**config.mk**
```make
export PLATFORM = sky130hd
export DESIGN_NAME = iob_axil2iob
export DESIGN_NICKNAME = d
export VERILOG_FILES = /design/src/rtl/iob_axil2iob_pkg.sv /design/src/rtl/iob_axil2iob_slot.sv /design/src/rtl/iob_axil2iob.sv
export SDC_FILE = /design/constraint.sdc
export NUM_CORES = 1
export LEC_CHECK = 0
export CAP_MARGIN = 20
export CORE_MARGIN = 2
export CORE_UTILIZATION = 30
export CTS_CLUSTER_SIZE = 28
export DETAILED_ROUTE_END_ITERATION = 8
export PLACE_DENSITY = 0.61
export REMOVE_ABC_BUFFERS = 1
export SLEW_MARGIN = 15
export SYNTH_ARGS = -nofsm -noshare
export SYNTH_HDL_FRONTEND = slang
export SYNTH_SLANG_ARGS = --single-unit
export TNS_END_PERCENT = 5
```
**constraint.sdc**
```tcl
create_clock -name clk_i -period 3.2 [get_ports clk_i]
set_clock_uncertainty 0.2 [all_clocks]
set_input_delay 0.32 -clock clk_i [delete_from_list [all_inputs] [get_ports clk_i]]
set_output_delay 0.32 -clock clk_i [all_outputs]
set_load 0.03 [all_outputs]
```
**src/rtl/iob_axil2iob_pkg.sv**
```systemverilog
// Shared definitions for the AXI-Lite to IOb bridge.
//   state_t    : bridge FSM encoding (3 bits; unused codes fall back to IDLE)
//   RESP_OKAY  : the only AXI response this bridge ever returns
//   GRANT_WR/RD: encoding of the last_grant register used by the
//                round-robin arbiter (IOB_AXIL2IOB_RR_ARB_EN builds only)
package iob_axil2iob_pkg;

  typedef enum logic [2:0] {
    ST_IDLE    = 3'd0,
    ST_WR_REQ  = 3'd1,
    ST_WR_RESP = 3'd2,
    ST_RD_REQ  = 3'd3,
    ST_RD_DATA = 3'd4,
    ST_RD_RESP = 3'd5
  } state_t;

  localparam logic [1:0] RESP_OKAY = 2'b00;

  localparam logic GRANT_WR = 1'b0;
  localparam logic GRANT_RD = 1'b1;

endpackage

```
**src/rtl/iob_axil2iob_slot.sv**
```systemverilog
// One-entry holding register used for the AW, W and AR channels.
// Ports:
//   clk_i, cke_i, arst_n_i : clock, clock enable, async active-low reset
//   load_i                 : capture data_i and mark the slot full
//   clear_i                : mark the slot empty (wins over load_i)
//   data_i / data_o        : payload in / held payload out
//   full_o                 : slot currently holds a payload
module iob_axil2iob_slot #(
  parameter int DATA_W = 32
) (
  input  logic              clk_i,
  input  logic              cke_i,
  input  logic              arst_n_i,
  input  logic              load_i,
  input  logic              clear_i,
  input  logic [DATA_W-1:0] data_i,
  output logic [DATA_W-1:0] data_o,
  output logic              full_o
);

  logic              full_q, full_d;
  logic [DATA_W-1:0] data_q, data_d;

  // Clear has priority; the top never loads and clears the same slot in one
  // cycle because a slot is only cleared while full (and thus not ready).
  always_comb begin
    full_d = full_q;
    data_d = data_q;
    if (clear_i) begin
      full_d = 1'b0;
    end else if (load_i) begin
      full_d = 1'b1;
      data_d = data_i;
    end
  end

  always_ff @(posedge clk_i or negedge arst_n_i) begin
    if (!arst_n_i) begin
      full_q <= 1'b0;
      data_q <= '0;
    end else if (cke_i) begin
      full_q <= full_d;
      data_q <= data_d;
    end
  end

  assign data_o = data_q;
  assign full_o = full_q;

endmodule

```
**src/rtl/iob_axil2iob.sv**
```systemverilog
// AXI-Lite subordinate to IOb manager bridge.
// Buffers AW, W and AR in one-entry slots, arbitrates between a complete
// write (AW+W) and a read, runs one IOb transaction at a time and returns
// the matching B or R response with OKAY status.
// Ports:
//   clk_i, cke_i, arst_n_i : clock, clock enable, async active-low reset
//   axil_aw*/w*/b*         : AXI-Lite write address, data, response channels
//   axil_ar*/r*            : AXI-Lite read address and data channels
//   iob_*                  : IOb manager port towards the peripheral
// Configuration:
//   IOB_AXIL2IOB_RR_ARB_EN : when defined, read/write ties in IDLE are broken
//                            round-robin; otherwise writes always win.
module iob_axil2iob
  import iob_axil2iob_pkg::*;
#(
  parameter int AXIL_ADDR_W = 32,
  parameter int AXIL_DATA_W = 32,
  parameter int ADDR_W      = 32,
  parameter int DATA_W      = 32
) (
  input  logic                     clk_i,
  input  logic                     cke_i,
  input  logic                     arst_n_i,
  input  logic [AXIL_ADDR_W-1:0]   axil_awaddr_i,
  input  logic                     axil_awvalid_i,
  output logic                     axil_awready_o,
  input  logic [AXIL_DATA_W-1:0]   axil_wdata_i,
  input  logic [AXIL_DATA_W/8-1:0] axil_wstrb_i,
  input  logic                     axil_wvalid_i,
  output logic                     axil_wready_o,
  output logic [1:0]               axil_bresp_o,
  output logic                     axil_bvalid_o,
  input  logic                     axil_bready_i,
  input  logic [AXIL_ADDR_W-1:0]   axil_araddr_i,
  input  logic                     axil_arvalid_i,
  output logic                     axil_arready_o,
  output logic [AXIL_DATA_W-1:0]   axil_rdata_o,
  output logic [1:0]               axil_rresp_o,
  output logic                     axil_rvalid_o,
  input  logic                     axil_rready_i,
  output logic                     iob_valid_o,
  output logic [ADDR_W-1:0]        iob_addr_o,
  output logic [DATA_W-1:0]        iob_wdata_o,
  output logic [DATA_W/8-1:0]      iob_wstrb_o,
  input  logic                     iob_ready_i,
  input  logic                     iob_rvalid_i,
  input  logic [DATA_W-1:0]        iob_rdata_i,
  output logic                     iob_rready_o
);

  localparam int WSLOT_W = AXIL_DATA_W + AXIL_DATA_W/8;

  state_t state_q, state_d;
  logic [AXIL_DATA_W-1:0] rdata_q, rdata_d;

  logic aw_full, w_full, ar_full;
  logic aw_clr, w_clr, ar_clr;
  logic aw_hs, w_hs, ar_hs;
  logic [ADDR_W-1:0]  aw_addr, ar_addr;
  logic [WSLOT_W-1:0] w_slot;

  logic write_pend, read_pend, wr_wins_tie;
  logic grant_wr, grant_rd;

  assign aw_hs = axil_awvalid_i & ~aw_full;
  assign w_hs  = axil_wvalid_i & ~w_full;
  assign ar_hs = axil_arvalid_i & ~ar_full;

  iob_axil2iob_slot #(.DATA_W(ADDR_W)) u_aw_slot (
    .clk_i   (clk_i),
    .cke_i   (cke_i),
    .arst_n_i(arst_n_i),
    .load_i  (aw_hs),
    .clear_i (aw_clr),
    .data_i  (axil_awaddr_i[ADDR_W-1:0]),
    .data_o  (aw_addr),
    .full_o  (aw_full)
  );

  iob_axil2iob_slot #(.DATA_W(WSLOT_W)) u_w_slot (
    .clk_i   (clk_i),
    .cke_i   (cke_i),
    .arst_n_i(arst_n_i),
    .load_i  (w_hs),
    .clear_i (w_clr),
    .data_i  ({axil_wstrb_i, axil_wdata_i}),
    .data_o  (w_slot),
    .full_o  (w_full)
  );

  iob_axil2iob_slot #(.DATA_W(ADDR_W)) u_ar_slot (
    .clk_i   (clk_i),
    .cke_i   (cke_i),
    .arst_n_i(arst_n_i),
    .load_i  (ar_hs),
    .clear_i (ar_clr),
    .data_i  (axil_araddr_i[ADDR_W-1:0]),
    .data_o  (ar_addr),
    .full_o  (ar_full)
  );

  // Pending requests include the ones being handshaken this cycle, so a
  // request accepted in cycle 0 is granted in cycle 0 and drives IOb in
  // cycle 1 from the registered state.
  assign write_pend = (aw_full | aw_hs) & (w_full | w_hs);
  assign read_pend  = ar_full | ar_hs;

`ifdef IOB_AXIL2IOB_RR_ARB_EN
  logic last_grant_q, last_grant_d;

  always_comb begin
    last_grant_d = last_grant_q;
    if (grant_wr) begin
      last_grant_d = GRANT_WR;
    end else if (grant_rd) begin
      last_grant_d = GRANT_RD;
    end
  end

  always_ff @(posedge clk_i or negedge arst_n_i) begin
    if (!arst_n_i) begin
      last_grant_q <= GRANT_RD;
    end else if (cke_i) begin
      last_grant_q <= last_grant_d;
    end
  end

  // On a tie the type that did not win last time goes first.
  assign wr_wins_tie = (last_grant_q == GRANT_RD);
`else
  assign wr_wins_tie = 1'b1;
`endif

  assign grant_wr = (state_q == ST_IDLE) & write_pend & (~read_pend | wr_wins_tie);
  assign grant_rd = (state_q == ST_IDLE) & read_pend & ~grant_wr;

  always_comb begin
    state_d = state_q;
    rdata_d = rdata_q;
    aw_clr  = 1'b0;
    w_clr   = 1'b0;
    ar_clr  = 1'b0;
    case (state_q)
      ST_IDLE: begin
        if (grant_wr) begin
          state_d = ST_WR_REQ;
        end else if (grant_rd) begin
          state_d = ST_RD_REQ;
        end
      end
      ST_WR_REQ: begin
        if (iob_ready_i) begin
          aw_clr  = 1'b1;
          w_clr   = 1'b1;
          state_d = ST_WR_RESP;
        end
      end
      ST_WR_RESP: begin
        if (axil_bready_i) begin
          state_d = ST_IDLE;
        end
      end
      ST_RD_REQ: begin
        if (iob_ready_i) begin
          ar_clr  = 1'b1;
          state_d = ST_RD_DATA;
        end
      end
      ST_RD_DATA: begin
        if (iob_rvalid_i) begin
          rdata_d = iob_rdata_i;
          state_d = ST_RD_RESP;
        end
      end
      ST_RD_RESP: begin
        if (axil_rready_i) begin
          state_d = ST_IDLE;
        end
      end
      default: state_d = ST_IDLE;
    endcase
  end

  always_ff @(posedge clk_i or negedge arst_n_i) begin
    if (!arst_n_i) begin
      state_q <= ST_IDLE;
      rdata_q <= '0;
    end else if (cke_i) begin
      state_q <= state_d;
      rdata_q <= rdata_d;
    end
  end

  // IOb request fields are only driven in the REQ states and are zero
  // otherwise. iob_rready_o is also high in WR_RESP so that a read response
  // the peripheral returns for a zero-strobe write is absorbed and dropped.
  always_comb begin
    iob_valid_o  = 1'b0;
    iob_addr_o   = '0;
    iob_wdata_o  = '0;
    iob_wstrb_o  = '0;
    iob_rready_o = 1'b0;
    case (state_q)
      ST_WR_REQ: begin
        iob_valid_o = 1'b1;
        iob_addr_o  = aw_addr;
        iob_wdata_o = w_slot[AXIL_DATA_W-1:0];
        iob_wstrb_o = w_slot[WSLOT_W-1:AXIL_DATA_W];
      end
      ST_RD_REQ: begin
        iob_valid_o = 1'b1;
        iob_addr_o  = ar_addr;
      end
      ST_WR_RESP, ST_RD_DATA: begin
        iob_rready_o = 1'b1;
      end
      default: ;
    endcase
  end

  assign axil_awready_o = ~aw_full;
  assign axil_wready_o  = ~w_full;
  assign axil_arready_o = ~ar_full;
  assign axil_bvalid_o  = (state_q == ST_WR_RESP);
  assign axil_bresp_o   = RESP_OKAY;
  assign axil_rvalid_o  = (state_q == ST_RD_RESP);
  assign axil_rresp_o   = RESP_OKAY;
  assign axil_rdata_o   = rdata_q;

endmodule

```
After elaboration in Yosys (flattened, before gate mapping)
Cells that the tools add are included.
Storage, ports and cells
  register bits after elaboration: 138
  bits of input ports: 142
  output and inout bits: 111
  word-level logic and storage cells: 71
Operators by class
  equality and inequality tests: 11
  mux-type cells: 22
  bitwise operators: 16
  reductions and logical operators: 14
Operators with widths (number)
  $pmux W32 S2: 1
  $mux W32: 1
  $mux W3: 7
  $pmux W3 S6: 1
  $reduce_and A3 Y1: 4
  $mux W1: 11
  $and A1 B1 Y1: 7
  $reduce_and A7 Y1: 1
  $eq A3 B2 Y1 const B: 2
  $eq A3 B3 Y1 const B: 2
  $ne A2 B2 Y1 const B: 3
  $not A1 Y1: 6
  $reduce_and A2 Y1: 3
  $reduce_bool A2 Y1: 3
  $mux W4: 1
  $ne A2 B1 Y1 const B: 2
  $reduce_or A2 Y1: 2
  $eq A3 B1 Y1 const B: 1
  $logic_not A3 Y1: 1
  $ne A3 B3 Y1 const B: 1
  $or A1 B1 Y1: 3

Logic depth before layout (Yosys ltp)
  depth after elaboration: 10
  mapped depth: 6
  gate-level depth less buffers: 4

Modules after synthesis
Synthesis repeated with hierarchy kept, for this count alone.
Unflattened totals
  cells, all modules: 445
  area, all modules: 6660.1 µm²
By module, submodules not included
  iob_axil2iob_slot (u_ar_slot ...): instances 2, cells each 71, area each 1362.6 µm², sequential area each 825.8 µm²
  iob_axil2iob: instances 1, cells each 223, area each 2402.3 µm², sequential area each 875.8 µm²
  iob_axil2iob_slot (u_w_slot): instances 1, cells each 80, area each 1532.7 µm², sequential area each 925.9 µm²

Least setup slack after synthesis
Ideal clock, no wire load.
  path type: register -> output
  start: register state_q[1]
  end: output iob_rready_o
  arrival: 1.713 ns
  data required time: 2.680 ns
  setup slack: 0.967 ns
  cell stages (with the launch flop): 6
  cells stage by stage: dfrtp_1 -> buf_2 -> buf_1 -> buf_2 -> nand2_1 -> a21oi_1
Between the ends
  longest elaborated chain between the ends: 3
  elaborated cells between the ends (all ways): 4
  those cells by class: eq/ne: 2; mux: 1; reduce/logical: 1
Ends and longest elaborated chain
  start: declaration: RTL line iob_axil2iob.sv:53  | state_t state_q, state_d;
  start signal: assignment: RTL line iob_axil2iob.sv:189  | state_q <= state_d;
  $eq A3 B2 Y1 / $eq A3 B3 Y1 (equally long branches): RTL line iob_axil2iob.sv:203  | case (state_q)
  $reduce_or A2 Y1 (*): RTL line iob_axil2iob.sv:203
  $mux W1 (*): RTL line iob_axil2iob.sv:203
  end: declaration: RTL line iob_axil2iob.sv:48  | output logic iob_rready_o
Every way passes the cells marked *; elsewhere a longest branch is shown, timed or not.

Worst setup path after layout
  start: register state_q[1]
  end: output iob_addr_o[4]
Between the ends
  longest elaborated chain between the ends: 2
  elaborated cells between the ends (all ways): 3
  those cells by class: eq/ne: 2; mux: 1
Ends and longest elaborated chain
  $eq A3 B2 Y1 / $eq A3 B1 Y1 (equally long branches): RTL line iob_axil2iob.sv:203
  $pmux W32 S2 (*): RTL line iob_axil2iob.sv:203
  end: declaration: RTL line iob_axil2iob.sv:42  | output logic [ADDR_W-1:0] iob_addr_o,
Marked as above.

==> summary.md <==
| Metric | Value |
|---|---|
| Row count | 52 |
| FF/Latch Area | 3455 um^2 |
| Post-synthesis register bit count | 138 |
| CTS buffer count | 17 |
| Post-CTS Resized | 0 |
| Core area | 20,100 um^2 |
| PwrDens | 990.2 nW/um^2 |
| Post-DR wirelength/cell | 16.07 um |
| Final Hold Fails | 0 |
| Outcome | complete, no violations |
| Final HPWL DP | 11,460 um |
| Worst path depth | 4 |
| Layout cell share with drive strength beyond 1 | 30.40% |
| Worst setup path endpoint | iob_addr_o[4] |
| Mapped Avg Cell Area | 13.78 um^2 |
| Starting Density | 30.37% |
| DR iter-0 viols | 146 |
| Pre-antenna DRT Iters | 4 |
| Final min period | 2.858 ns |
| Maximum clock rate | 0.3499 GHz |
| Yosys warns | 0 |
| EDFF count, synth | 0 |
| Post-synthesis async set-or-reset flop share | 100.0% |
| Least-Margin Pin Slew | 0.6961 ns |
| Fin util | 46.38% |
| RR Endpoint | u_ar_slot.data_o[3] |
| Slack of the worst reg-to-reg path | 0.78 ns |
| Number of I/O pins | 253 |
| Detail Route Antenna Nets | 0 |
| Largest net degree at the start of global routing | 73 |
| Vias/cell | 4.431 |
| First-pass GRT wire length | 25,560 um |
| Vias in the first global route | 4,755 |
| RR Startpoint | state_q[2] |
| Die ar. | 21,510 um^2 |
| Total wire length | 15,670 um |
| Largest cells by area after synthesis | dfrtp_1 57%, mux2_2 24%, mux2i_1 5.2%, and2_1 3.7%, nor2_1 2.0% |
| Fin Hold WS | 0.2701 ns |
| Setup Crit Path Kind | reg2out |
| Unrepaired setup endpoints after global routing | no |
| DIE WIDTH | 146.7 um |
| Final-report max-slew violation count | 0 |
| Worst path bufs/invs | 2 |
| Top_reg_cell synth | dfrtp_1 |
| Type of origin of the critical path | register |
| Area grow syn2layout | 52.70% |
| H-tree levels | 4 |
| Worst Reg-to-Reg Cells | 6 |
| Crit path capture type | output port |
| Initial antenna violation count | 1 |
| Final period utilization | 89.32% |
| CTS root buffer | clkbuf_16 |
| Max_cap viols | 0 |
| Clock latency on the worst-skew pair | 0.41 ns |
| CP required | 2.68 ns |
| Post-synth top cells | 138 x dfrtp_1, 128 x mux2_2, 36 x and2_1, 33 x nor2_1, 32 x mux2i_1 |
| Setup violators final | 0 |
| Synth area leader | dfrtp_1 |
| Sequential element share of the synthesized area | 56.56% |
| PortBufs | 248 |
| CP Data Arrival Time | 2.34 ns |
| TritonCTS clock tree | yes |
| Mapped Area | 6106 um^2 |
| CP max FO | 26 |
| Vias post-DR | 4,320 |
| Clk slew on worst S/H paths | 0.06 ns |
| Layout Nets | 834 |
| Area of the multi-input gates | 2450 um^2 |
| Worst VDD drop | 0.0004488 V |
| Max incr delay on CP | 0.73 ns |
| CP top delay family | buffers and inverters |
| Synth top area share | 56.56% |
| Final Wtd Congestion | 0.7590 |
| Most common cell in the netlist | dfrtp_1 |
| CTS max path bufs | 2 |
| GRT overflow | 0 |
| Setup_tns | 0 ns |
| Slew margin rel. | 53.59% |
| # DRC | 0 |
| Worst Setup SP | state_q[1] |
| Filler Cell Count | 1,855 |
| Mapped Cells | 443 |
| Die Ht | 146.7 um |
| Gr usage total | 15.14% |
| Clk sinks | 138 |
| Cell Chain, Critical Path | buf_12 -> mux2i_1 -> nor2_1 -> clkdlybuf4s50_1 |
| Min-Delay Path Class | in2async |
| Leakage | 3.969 nW |
| Yosys cell types | 35 |
| CP max-delay cell | clkdlybuf4s50_1 |
## state kept, by name, summed over array words and instances, names as in the netlist
name / flops
u_aw_slot.data_o: 32
u_w_slot.data_o: 36
u_w_slot.full_o: 1
state_q: 3
u_ar_slot.data_o: 32
u_ar_slot.full_o: 1
u_aw_slot.full_o: 1
axil_rdata_o: 32
## through the flow
step,worst slack (ns),instance area (um^2),power (mW),instances
final,0.3419,9324,9.232,975
after global routing,0.2466,9324,9.784,975
after floorplan,-0.7841,5909,5.691,414
after detailed placement,0.6252,8771,7.544,942
after CTS,0.3035,9321,9.376,974
after global placement,0.6758,8771,7.429,942
## layout make-up
class                      count  share of cell area, %
sequential                   138                  37.05
tap                          270                  3.623
inverter                       6                 0.2415
antenna                        1                0.02684
clock inverter                10                 0.7515
multi-input combinational    270                  26.27
timing repair buffer         259                  26.99
clock buffer                  21                  5.046
## worst min path at each step
stage / startpoint / end / slack, ns / depth (start not counted)
global placement: arst_n_i / u_aw_slot.data_o[15] / 0.17 / 1
floorplan: arst_n_i / axil_rdata_o[0] / -0.18 / 0
finish: arst_n_i / u_aw_slot.data_o[15] / 0.27 / 2
detailed placement: arst_n_i / u_aw_slot.data_o[15] / 0.18 / 1
CTS: u_w_slot.data_o[6] / u_w_slot.data_o[6] / 0.28 / 1
global route: axil_wdata_i[7] / u_w_slot.data_o[7] / 0.30 / 2
## worst register-to-register path, stage by stage (launching register included)
cell      delay, ns
dfrtp_1        0.47
nand2b_2       0.18
buf_4          0.25
inv_2          0.10
a311oi_4       0.30
buf_4          0.40
mux2_2         0.41
## layer usage
metal	track usage [%]	routed length [um]	vias up
li1	-	-	2021
met1	17.43	6153	2147
met2	26.15	8098	136
met3	5.563	1122	16
met4	4.951	295	0
met5	0	0	-
## report_power, final
group / switching, mW / leakage, nW / total, mW / internal [mW]
logic: 2.29 / 2.03 / 4.40 / 2.10
clock network: 0.722 / 0.265 / 1.77 / 1.05
registers: 0.476 / 1.68 / 3.07 / 2.59
## placed cells by master, fill, tap and decap left out, drive strengths merged, types with 2 or more instances in the layout
cell,netlist,final
a211oi,3,3
a21oi,3,3
a32oi,2,2
and2,36,36
buf,22,47
clkbuf,10,21
clkdlybuf4s50,0,211
clkinv,0,7
clkinvlp,0,2
conb,1,4
dfrtp,138,138
inv,6,7
mux2,134,134
mux2i,32,32
nand2,6,6
nand2b,2,2
nor2,34,34
nor3,3,3
## cells by family after synthesis
group	share of synthesized area (%)
mux	29.96
flops	56.56
compound gates	2.275
buf+inv	3.770
other cells	0.06142
simple gates	7.377
## what timing repair did
action | 4_1_cts | 5_1_grt
endpoints found under the setup margin | 0 | 0
hold endpoints to repair | 71 | 0
hold buffers | 1 | 0
setup buffers | 0 | 0
(Power assumes the default switching activity.)
